$ cat src/rtl/uart_tx_buffered.sv
// Buffered 8N1 UART transmitter: a byte FIFO feeding a start/data/stop serialiser.
// Writes while the FIFO is full are dropped and latch the sticky overflow flag.
module uart_tx_buffered #(
  parameter int unsigned CLKS_PER_BIT = 10416,
  parameter int unsigned FIFO_AW      = 4
) (
  input  logic             clk,
  input  logic             rst,
  input  logic             wr_en,
  input  logic [7:0]       wr_data,
  output logic             full,
  output logic             empty,
  output logic [FIFO_AW:0] fill,
  output logic             overflow,
  output logic             tx,
  output logic             busy,
  output logic             tx_done
);
  localparam int unsigned       Depth     = 2 ** FIFO_AW;
  localparam int unsigned       CntW      = $clog2(CLKS_PER_BIT);
  localparam logic [CntW-1:0]   CntLast   = CntW'(CLKS_PER_BIT - 1);
  localparam logic [CntW-1:0]   CntPenult = CntW'(CLKS_PER_BIT - 2);
  localparam logic [FIFO_AW:0]  FillMax   = (FIFO_AW + 1)'(Depth);

  typedef enum logic [1:0] {StIdle, StStart, StData, StStop} state_e;

  state_e             state;
  logic [CntW-1:0]    cnt;
  logic [2:0]         bit_idx;
  logic [7:0]         shift;

  logic [7:0]         mem [Depth];
  logic [FIFO_AW-1:0] wr_ptr;
  logic [FIFO_AW-1:0] rd_ptr;
  logic [FIFO_AW:0]   fill_next;
  logic               push;
  logic               pop;
  logic               bit_end;

  assign bit_end = (cnt == CntLast);
  assign push    = wr_en && !full;
  // The serialiser pops from IDLE, or on the last stop-bit cycle for gapless frames.
  assign pop     = !empty && ((state == StIdle) || ((state == StStop) && bit_end));

  always_comb begin
    fill_next = fill;
    if (push && !pop) begin
      fill_next = fill + 1'b1;
    end else if (pop && !push) begin
      fill_next = fill - 1'b1;
    end
  end

  always_ff @(posedge clk) begin
    if (rst) begin
      wr_ptr   <= '0;
      rd_ptr   <= '0;
      fill     <= '0;
      full     <= 1'b0;
      empty    <= 1'b1;
      overflow <= 1'b0;
    end else begin
      if (push) wr_ptr <= wr_ptr + 1'b1;
      if (pop)  rd_ptr <= rd_ptr + 1'b1;
      fill  <= fill_next;
      full  <= (fill_next == FillMax);
      empty <= (fill_next == '0);
      if (wr_en && full) overflow <= 1'b1;
    end
  end

  always_ff @(posedge clk) begin
    if (push) mem[wr_ptr] <= wr_data;
  end

  always_ff @(posedge clk) begin
    if (rst) begin
      state   <= StIdle;
      cnt     <= '0;
      bit_idx <= '0;
      shift   <= '0;
      tx      <= 1'b1;
      busy    <= 1'b0;
      tx_done <= 1'b0;
    end else begin
      tx_done <= 1'b0;
      unique case (state)
        StIdle: begin
          cnt <= '0;
          if (pop) begin
            shift <= mem[rd_ptr];
            state <= StStart;
            tx    <= 1'b0;
            busy  <= 1'b1;
          end
        end
        StStart: begin
          if (bit_end) begin
            cnt     <= '0;
            bit_idx <= '0;
            state   <= StData;
            tx      <= shift[0];
          end else begin
            cnt <= cnt + 1'b1;
          end
        end
        StData: begin
          if (bit_end) begin
            cnt <= '0;
            if (bit_idx == 3'd7) begin
              state <= StStop;
              tx    <= 1'b1;
            end else begin
              bit_idx <= bit_idx + 1'b1;
              shift   <= shift >> 1;
              tx      <= shift[1];
            end
          end else begin
            cnt <= cnt + 1'b1;
          end
        end
        StStop: begin
          // Registered, so raise it one cycle early to land on the final stop cycle.
          tx_done <= (cnt == CntPenult);
          if (bit_end) begin
            cnt <= '0;
            if (pop) begin
              shift <= mem[rd_ptr];
              state <= StStart;
              tx    <= 1'b0;
            end else begin
              state <= StIdle;
              busy  <= 1'b0;
            end
          end else begin
            cnt <= cnt + 1'b1;
          end
        end
        default: state <= StIdle;
      endcase
    end
  end

endmodule
$ cat config.mk
export PLATFORM = sky130hd
export DESIGN_NAME = uart_tx_buffered
export DESIGN_NICKNAME = d
export VERILOG_FILES = /design/src/rtl/uart_tx_buffered.sv
export SDC_FILE = /design/constraint.sdc
export NUM_CORES = 1
export LEC_CHECK = 0
export ABC_AREA = 1
export CAP_MARGIN = 5
export CORE_ASPECT_RATIO = 0.6
export CORE_MARGIN = 4
export CORE_UTILIZATION = 55
export CTS_CLUSTER_DIAMETER = 150
export DETAILED_ROUTE_END_ITERATION = 8
export PLACE_DENSITY = 0.79
export SYNTH_ARGS = -nofsm -noshare
export SYNTH_HDL_FRONTEND = slang
export SYNTH_SLANG_ARGS = --single-unit
$ cat constraint.sdc
create_clock -name clk -period 2.4 [get_ports clk]
set_clock_uncertainty 0.15 [all_clocks]
set_input_delay 0.24 -clock clk [delete_from_list [all_inputs] [get_ports clk]]
set_output_delay 0.24 -clock clk [all_outputs]
set_load 0.1 [all_outputs]
==> results of run 1 <==
layout make-up:
type / count / area share, %
flip-flops and latches: 178 / 56.04
multi-input cells: 441 / 27.51
repair buffers: 49 / 4.978
clock buffers: 17 / 4.920
inverters: 58 / 2.547
well taps: 170 / 2.460
clock inverters: 15 / 1.548
worst paths after layout:
path,from,to,slack [ns],cells after the start
setup / recovery,state[0]$_SDFFE_PP0P_,shift[1]$_SDFFE_PP0P_,0.21,11
hold / removal,wr_en,overflow$_SDFFE_PP0P_,0.30,3
setup reg to reg,state[0]$_SDFFE_PP0P_,shift[1]$_SDFFE_PP0P_,0.21,11
hold reg to reg,bit_idx[1]$_SDFFE_PP0P_,bit_idx[1]$_SDFFE_PP0P_,0.32,2
worst max-delay path, cell delays in order, from the launching register on:
cell	delay, ns
dfxtp_1	0.42
inv_1	0.11
ha_1	0.30
nor2_1	0.17
inv_1	0.08
o21ai_2	0.16
nand3_2	0.10
a21oi_4	0.26
inv_4	0.10
nor2_2	0.09
nand2_1	0.07
a21oi_2	0.10
layout by cell type, fill, tap and decap left out, drive strengths merged:
cell type / count
o21ai: 81
xnor2: 1
dfxtp: 50
and3: 3
or2: 1
edfxtp: 128
clkdlybuf4s50: 10
o22ai: 1
o211ai: 32
nand4: 6
o21a: 1
o221ai: 7
clkinv: 7
a31o: 1
nor3b: 3
bufinv: 1
a21oi: 39
clkinvlp: 4
nor4b: 1
inv: 61
buf: 39
nand3: 39
nand2: 64
clkbuf: 17
o21bai: 1
xor2: 6
ha: 16
a211oi: 3
nor2: 131
nor3: 4
cells by family after synthesis:
family,share of synthesized area (%)
flops,63.89
simple gates,15.08
xor+xnor,0.8086
compound gates,12.84
buf+inv,4.736
fa+ha+maj,2.640
flip-flops by register name (all words and copies together) (netlist names), 2 cells and up, named ones only:
name     count
bit_idx      3
mem        128
rd_ptr       4
wr_ptr       4
cnt         14
state        2
fill         5
shift        8
cell usage after synthesis, types with 2 or more instances:
cell	count	share of area, %
o221ai_1	7	0.81
nand2_1	59	2.9
ha_1	16	2.6
a211oi_1	3	0.30
nor2_4	3	0.45
nor3b_1	3	0.30
buf_4	2	0.20
inv_1	56	2.8
o21ai_0	79	5.2
clkbuf_1	18	0.89
nand4_1	6	0.50
xor2_1	6	0.69
o211ai_1	32	3.2
nand3_1	36	2.4
nor3_1	3	0.20
dfxtp_1	50	13
nor2_1	124	6.1
nor2_2	4	0.33
a21oi_1	37	2.4
and3_1	3	0.25
buf_2	8	0.53
nand3_2	3	0.40
nand2_8	2	0.53
nand2_4	2	0.30
edfxtp_1	128	51
per-stage QoR:
step / instance area [sq um] / util [%] / instances / setup WS, ns / total power [uW]
floorplan: 7582 / - / 707 / 0.1310 / 6029
global placement: 8088 / 61.40 / 896 / 0.3576 / 6716
detailed placement: 8088 / 61.40 / 896 / 0.2744 / 6834
CTS: 8647 / 65.64 / 928 / 0.2624 / 9455
global route: 8647 / 65.64 / 928 / 0.02970 / 9945
finish: 8647 / 65.64 / 928 / 0.2106 / 9473
routing by layer:
layer  up-vias  global-route usage [%]  wire length [um]  part of all wire [%]
li1       2559                       -                 -                     -
met1      2674                   33.67              8157                    46
met2       236                   31.94              7528                    43
met3        26                   6.603              1638                   9.3
met4         0                   5.933               227                   1.3
met5         -                       0                 0                     0
power by group:
group,total (uW),internal (uW),switching [uW]
combinational,3140,971,2170
sequential,3710,3500,204
clock,2620,1430,1190
==> results_dict.tcl, run 1 <==
set metrics [dict create \
    outcome "completed" \
    grt_max_degree 45 \
    drt_iter0_markers 604 \
    finalSetupViolations 0 \
    p_leak_uw 0.003119 \
    num_rows 32 \
    fillers 952 \
    clockRootBuffer "clkbuf_16" \
    drv_cap 0 \
    n_antenna_cell 0 \
    syn_inst 707 \
    drv_slew 0 \
    vias 5495 \
    postCtsSetupBuffers 0 \
    cts.sinks 178 \
    crit_type "reg -> reg" \
    htreeDepth 4 \
    rsz0062_at_grt "no" \
    drive_gt1_share_pct 12.27 \
    die_x_um 159.6 \
    cts-resized-gates 0 \
    io_pins 22 \
    tns_ns 0 \
    fin_nets 772 \
    antenna_found_initial 0 \
    numPortBuffers 21 \
    yosysWarnings 0 \
    max_freq_mhz 456.7 \
    die_h_um 98.95 \
    fin_crit_ns 2.189 \
    wl_um 17550 \
    drt_pass1_iterations 5 \
    ctsHoldBuffers 0 \
    hpwl_um 11640 \
    syn_to_final_growth_pct 14.04 \
    synthArstFlopShare_pct 0 \
    peakVddDrop_uv 543.3 \
    required_ns 2.61 \
    multiInputGateArea_sq_mm 0.002379 \
    routabilityCongestion 0.8852 \
    grt_pass1_wl_um 27660 \
    cellPowerDensity_mw_per_mm2 1095 \
    seqCellArea_sq_mm 0.004846 \
    seq_area_frac_synth_pct 63.89 \
    tightest_slew_ns 0.7814 \
    min_path_type "in -> reg" \
    initial_core_util_pct 57.56 \
    syn-num-nets 734 \
    fin_crit_sh_pct 91.23 \
    drtAntennaViolNets 0 \
    routedWlPerCell_um 18.91 \
    clk_pin_slew_worst_paths_ns 0.07 \
    drc 0 \
    track_usage_pct 22.44 \
    clk_latency_ns 0.42 \
    start_kind "flop" \
    finalHoldViolCount 0 \
    ys_types 42 \
    coreArea_sq_mm 0.01317 \
    synth.avg_cell_area_sq_um 10.72 \
    grt-ovfl-total 0 \
    cp.arrival_ns 2.40 \
    synth-main-ff-cell "edfxtp_1" \
    cts_tree "yes" \
    end_kind "flop" \
    numCtsBuffers 17 \
    clk_path_buf_depth 2 \
    crit_fanout 9 \
    slew_headroom_pct 47.75 \
    viasPerCell 5.921 \
    synth_edf_count 128 \
    grt_pass1_vias 5134 \
    hold_slack_ns 0.2991 \
    syn-cell-area_sq_mm 0.007582 \
    dieArea_sq_mm 0.01579 \
    synth_seq_cells 178 \
]
Power figures use the tool's default switching activity.
==> run 2, diff against run 1 <==
--- a/config.mk
+++ b/config.mk
@@ -9,10 +9,10 @@
 export CAP_MARGIN = 5
 export CORE_ASPECT_RATIO = 0.6
 export CORE_MARGIN = 4
-export CORE_UTILIZATION = 55
+export CORE_UTILIZATION = 47
 export CTS_CLUSTER_DIAMETER = 150
 export DETAILED_ROUTE_END_ITERATION = 8
-export PLACE_DENSITY = 0.79
+export PLACE_DENSITY = 0.71
 export SYNTH_ARGS = -nofsm -noshare
 export SYNTH_HDL_FRONTEND = slang
 export SYNTH_SLANG_ARGS = --single-unit
==> run 2 against run 1 <==
Clock power increased by 8.0%; combinational power is essentially flat; sequential power fell by 1%; count of clock-buffer cells in the layout stayed put; die area rose by 16%; largest power group unchanged.
==> results_dict.tcl, run 2 (synthesis gave the netlist of run 1 again) <==
set metrics [dict create \
    grt_max_degree 44 \
    slew_headroom_pct 57.78 \
    viasPerCell 5.474 \
    initial_core_util_pct 48.64 \
    grt_pass1_wl_um 27140 \
    p_leak_uw 0.003155 \
    htreeDepth 4 \
    outcome "completed" \
    ctsHoldBuffers 0 \
    reg2regPathDepth 11 \
    drt_pass1_iterations 5 \
    largestRegisters "mem x128, cnt x14, shift x8" \
    postCtsSetupBuffers 0 \
    numPortBuffers 21 \
    hold_slack_ns 0.3116 \
    slowest_delay_ns 0.41 \
    routabilityCongestion 0.8388 \
    tns_ns 0 \
    met3_usage_pct 4.608 \
    multiInputGateArea_sq_mm 0.002379 \
    clk_latency_ns 0.42 \
    drtAntennaViolNets 0 \
    peakVddDrop_uv 502.7 \
    fin_crit_ns 2.188 \
    hold_depth 3 \
    largest-register "mem" \
    clk_pin_slew_worst_paths_ns 0.07 \
    track_usage_pct 19.13 \
    min_path_type "in -> reg" \
    drt_iter0_markers 401 \
    routedWlPerCell_um 17.38 \
    cts.sinks 178 \
    cellPowerDensity_mw_per_mm2 1102 \
    cp.depth 11 \
    io_pins 22 \
    end_kind "flop" \
    drive_gt1_share_pct 12.61 \
    crit_type "reg -> reg" \
    numCtsBuffers 17 \
    fin_crit_sh_pct 91.18 \
    clockRootBuffer "clkbuf_16" \
    finalSetupViolations 0 \
    largest_reg_flops 128 \
    vias 5277 \
    required_ns 2.60 \
    syn_to_final_growth_pct 15.02 \
    hpwl_um 11410 \
    die_x_um 172.0 \
    met1_usage_pct 28.84 \
    drc 0 \
    n_antenna_cell 0 \
    fin_nets 775 \
    fillers 1313 \
    crit_top_cell "inv_1" \
    grt_pass1_vias 5118 \
    clk_path_buf_depth 2 \
    num_rows 35 \
    cp_cell_sequence "inv_1 > ha_1 > nor2_1 > inv_1 > o21ai_2 > nand3_2 > a21oi_4 > inv_4 > nor2_2 > nand2_1 > a21oi_2" \
    seqCellArea_sq_mm 0.004846 \
    max_freq_mhz 457.0 \
    drv_cap 0 \
    tightest_slew_ns 0.6313 \
    final_common_cell "edfxtp_1" \
    cp.arrival_ns 2.39 \
    finalHoldViolCount 0 \
    crit_fanout 9 \
    crit_slowest_cell "dfxtp_1" \
    cts_tree "yes" \
    cts-resized-gates 0 \
    wl_um 16760 \
    drv_slew 0 \
    crit_buf_inv 3 \
    crit_family "compound AO/OA/AOI/OAI gates" \
    start_kind "flop" \
    final_cell_mix "128 x edfxtp_1, 124 x nor2_1, 79 x o21ai_0" \
    antenna_found_initial 0 \
    grt-ovfl-total 0 \
    grtUsageMet2_pct 28.52 \
    die_h_um 106.4 \
    dieArea_sq_mm 0.01830 \
    coreArea_sq_mm 0.01559 \
    grt.busiest_layer "met1" \
    rsz0062_at_grt "no" \
]
[run 2: changes by cell type in the layout (fill, tap and decap cells not counted), sizes merged]
cell	change
bufinv	+2
clkinvlp	-3
buf	+3
inv	+1
[run 2: path summary, 6_finish.rpt]
check,start,endpoint,slack [ns]
worst max register to register,state[0]$_SDFFE_PP0P_,shift[1]$_SDFFE_PP0P_,0.21
worst min-delay path,wr_en,overflow$_SDFFE_PP0P_,0.31
worst max-delay path,state[0]$_SDFFE_PP0P_,shift[1]$_SDFFE_PP0P_,0.21
worst min register to register,cnt[0]$_SDFF_PP0_,cnt[0]$_SDFF_PP0_,0.32
[run 2: report_power, final]
part           internal, uW  leakage (uW)  switching (uW)
sequential             3500       0.00156             165
combinational           952       0.00130            2160
clock                  1650      0.000297            1180
total                  6110       0.00316            3500
[run 2: cell type report]
type	instances	share of cell area [%]
clock buffers	17	4.878
clock inverters	15	2.080
inverters	58	2.525
multi-input cells	441	27.27
flip-flops and latches	178	55.57
well taps	203	2.912
repair buffers	52	4.763
[run 2: tightest hold or removal path, cell delays in order]
cell and delay (ns):
clkdlybuf4s50_1 0.42, a21oi_1 0.13, nor2_1 0.04
[run 2: metrics by stage]
| stage | cells | worst slack (ns) | cell area [sq um] | total power (uW) | util [%] |
|---|---|---|---|---|---|
| after floorplan | 707 | 0.1310 | 7582 | 6029 | - |
| after global placement | 932 | 0.3533 | 8114 | 6724 | 52.05 |
| after detailed placement | 932 | 0.2650 | 8114 | 6829 | 52.05 |
| after CTS | 964 | 0.2240 | 8721 | 9659 | 55.94 |
| after global routing | 964 | 0.03224 | 8721 | 10180 | 55.94 |
| final | 964 | 0.2116 | 8721 | 9608 | 55.94 |
[run 2: routing by layer]
metal	vias up	wire length [um]
met5	-	0
met4	0	108
met3	10	1241
met2	168	7449
met1	2537	7959
li1	2562	-
==> run 3, diff against run 2 <==
--- a/config.mk
+++ b/config.mk
@@ -8,7 +8,6 @@
 export ABC_AREA = 1
 export CAP_MARGIN = 5
 export CORE_ASPECT_RATIO = 0.6
-export CORE_MARGIN = 4
 export CORE_UTILIZATION = 47
 export CTS_CLUSTER_DIAMETER = 150
 export DETAILED_ROUTE_END_ITERATION = 8
==> run 3 against run 2 <==
Critical path depth is the same; sequential share of layout area shrank 0.18 points; non-clock buffer count shrank 1; flip-flop and latch count stayed put; largest cell class unchanged; largest power group unchanged; highest routed layer unchanged.
==> results_dict.tcl, run 3 (synthesis gave the netlist of run 1 again) <==
set metrics [dict create \
    outcome "completed" \
    fin_crit_ns 2.250 \
    num_rows 35 \
    grt_max_degree 60 \
    die_h_um 100.4 \
    crit_type "reg -> reg" \
    grt_pass1_wl_um 26990 \
    track_usage_pct 21.60 \
    clk_path_buf_depth 2 \
    die_x_um 166.0 \
    min_path_type "in -> reg" \
    hold_slack_ns 0.3033 \
    clk_pin_slew_worst_paths_ns 0.07 \
    ctsHoldBuffers 0 \
    n_antenna_cell 0 \
    vias 5292 \
    cts_tree "yes" \
    drtAntennaViolNets 0 \
    postCtsSetupBuffers 0 \
    fillers 1276 \
    clockRootBuffer "clkbuf_16" \
    largest_reg_flops 128 \
    grt_pass1_vias 5019 \
    max_freq_mhz 444.5 \
    drt_iter0_markers 442 \
    r2r-start "state[0]$_SDFFE_PP0P_" \
    p_leak_uw 0.003172 \
    tightest_slew_ns 0.6615 \
    hold_end "overflow$_SDFFE_PP0P_" \
    fin_nets 774 \
    numPortBuffers 21 \
    drv_slew 0 \
    hold_depth 3 \
    finalSetupViolations 0 \
    viasPerCell 5.495 \
    routabilityCongestion 0.8484 \
    cp.arrival_ns 2.46 \
    reg2reg_slack_ns 0.15 \
    dieArea_sq_mm 0.01666 \
    hpwl_um 11260 \
    final_cell_mix "128 x edfxtp_1, 124 x nor2_1, 79 x o21ai_0" \
    end_kind "flop" \
    drv_cap 0 \
    reg2reg_to "shift[1]$_SDFFE_PP0P_" \
    largest-register "mem" \
    met3_usage_pct 6.033 \
    grtUsageMet2_pct 32.20 \
    peakVddDrop_uv 502.1 \
    slew_headroom_pct 55.76 \
    coreArea_sq_mm 0.01555 \
    required_ns 2.61 \
    antenna_found_initial 0 \
    grt.busiest_layer "met2" \
    routedWlPerCell_um 17.81 \
    met1_usage_pct 31.15 \
    drive_gt1_share_pct 12.50 \
    multiInputGateArea_sq_mm 0.002379 \
    largestRegisters "mem x128, cnt x14, shift x8" \
    syn_to_final_growth_pct 15.40 \
    finalHoldViolCount 0 \
    crit_fanout 9 \
    fin_crit_sh_pct 93.75 \
    htreeDepth 4 \
    wl_um 17150 \
    final_common_cell "edfxtp_1" \
    hp-start "wr_en" \
    cts.sinks 178 \
    numCtsBuffers 17 \
    cellPowerDensity_mw_per_mm2 1115 \
    start_kind "flop" \
    cts-resized-gates 0 \
    drt_pass1_iterations 5 \
    initial_core_util_pct 48.77 \
    clk_latency_ns 0.43 \
    seqCellArea_sq_mm 0.004846 \
    drc 0 \
    grt-ovfl-total 0 \
    io_pins 22 \
    reg2regPathDepth 11 \
    tns_ns 0 \
    rsz0062_at_grt "no" \
]
## run 3: how the worst max path moves through the flow
stage | from | end | slack, ns | cells past startpoint
final | state[0]$_SDFFE_PP0P_ | shift[1]$_SDFFE_PP0P_ | 0.15 | 11
after floorplan | fill[0]$_SDFF_PP0_ | empty$_SDFF_PP1_ | 0.13 | 9
after global placement | state[0]$_SDFFE_PP0P_ | shift[1]$_SDFFE_PP0P_ | 0.37 | 11
after CTS | state[0]$_SDFFE_PP0P_ | shift[1]$_SDFFE_PP0P_ | 0.19 | 11
after global routing | state[0]$_SDFFE_PP0P_ | shift[1]$_SDFFE_PP0P_ | 0.03 | 11
after detailed placement | state[0]$_SDFFE_PP0P_ | shift[1]$_SDFFE_PP0P_ | 0.21 | 11
## run 3: metal layers
layer	routed length, um	share of wire [%]	vias to the layer above
met5	0	0	-
met4	163	0.95	0
met3	1427	8.3	14
met2	7415	43	212
met1	8144	47	2501
li1	-	-	2565
## run 3: final cells by class
type | instances | share of cell area [%]
tap | 203 | 2.903
timing repair buffer | 51 | 4.805
sequential | 178 | 55.38
multi-input combinational | 441 | 27.18
inverter | 58 | 2.517
clock buffer | 17 | 4.862
clock inverter | 15 | 2.345
## run 3: power by group
part           switching (uW)  internal [uW]  leakage (uW)
combinational            2180            943       0.00130
sequential                186           3500       0.00156
clock                    1190           1760      0.000309
## run 3: worst max-delay path, cell delays in order, from the launching register on
cell	delay [ns]
dfxtp_1	0.43
inv_1	0.12
ha_1	0.31
nor2_1	0.19
inv_1	0.08
o21ai_2	0.15
nand3_2	0.11
a21oi_4	0.29
inv_4	0.10
nor2_2	0.08
nand2_1	0.06
a21oi_2	0.11
## run 3: through the flow
step                      area (sq um)  cells  util, %  total power (uW)  setup slack (ns)
after floorplan                   7582    707        -              6029            0.1310
after global placement            8119    931    52.23              6723            0.3670
after detailed placement          8119    931    52.23              6831            0.2102
after CTS                         8750    963    56.28              9784            0.1856
after global routing              8750    963    56.28             10290           0.03365
final                             8750    963    56.28              9758            0.1501
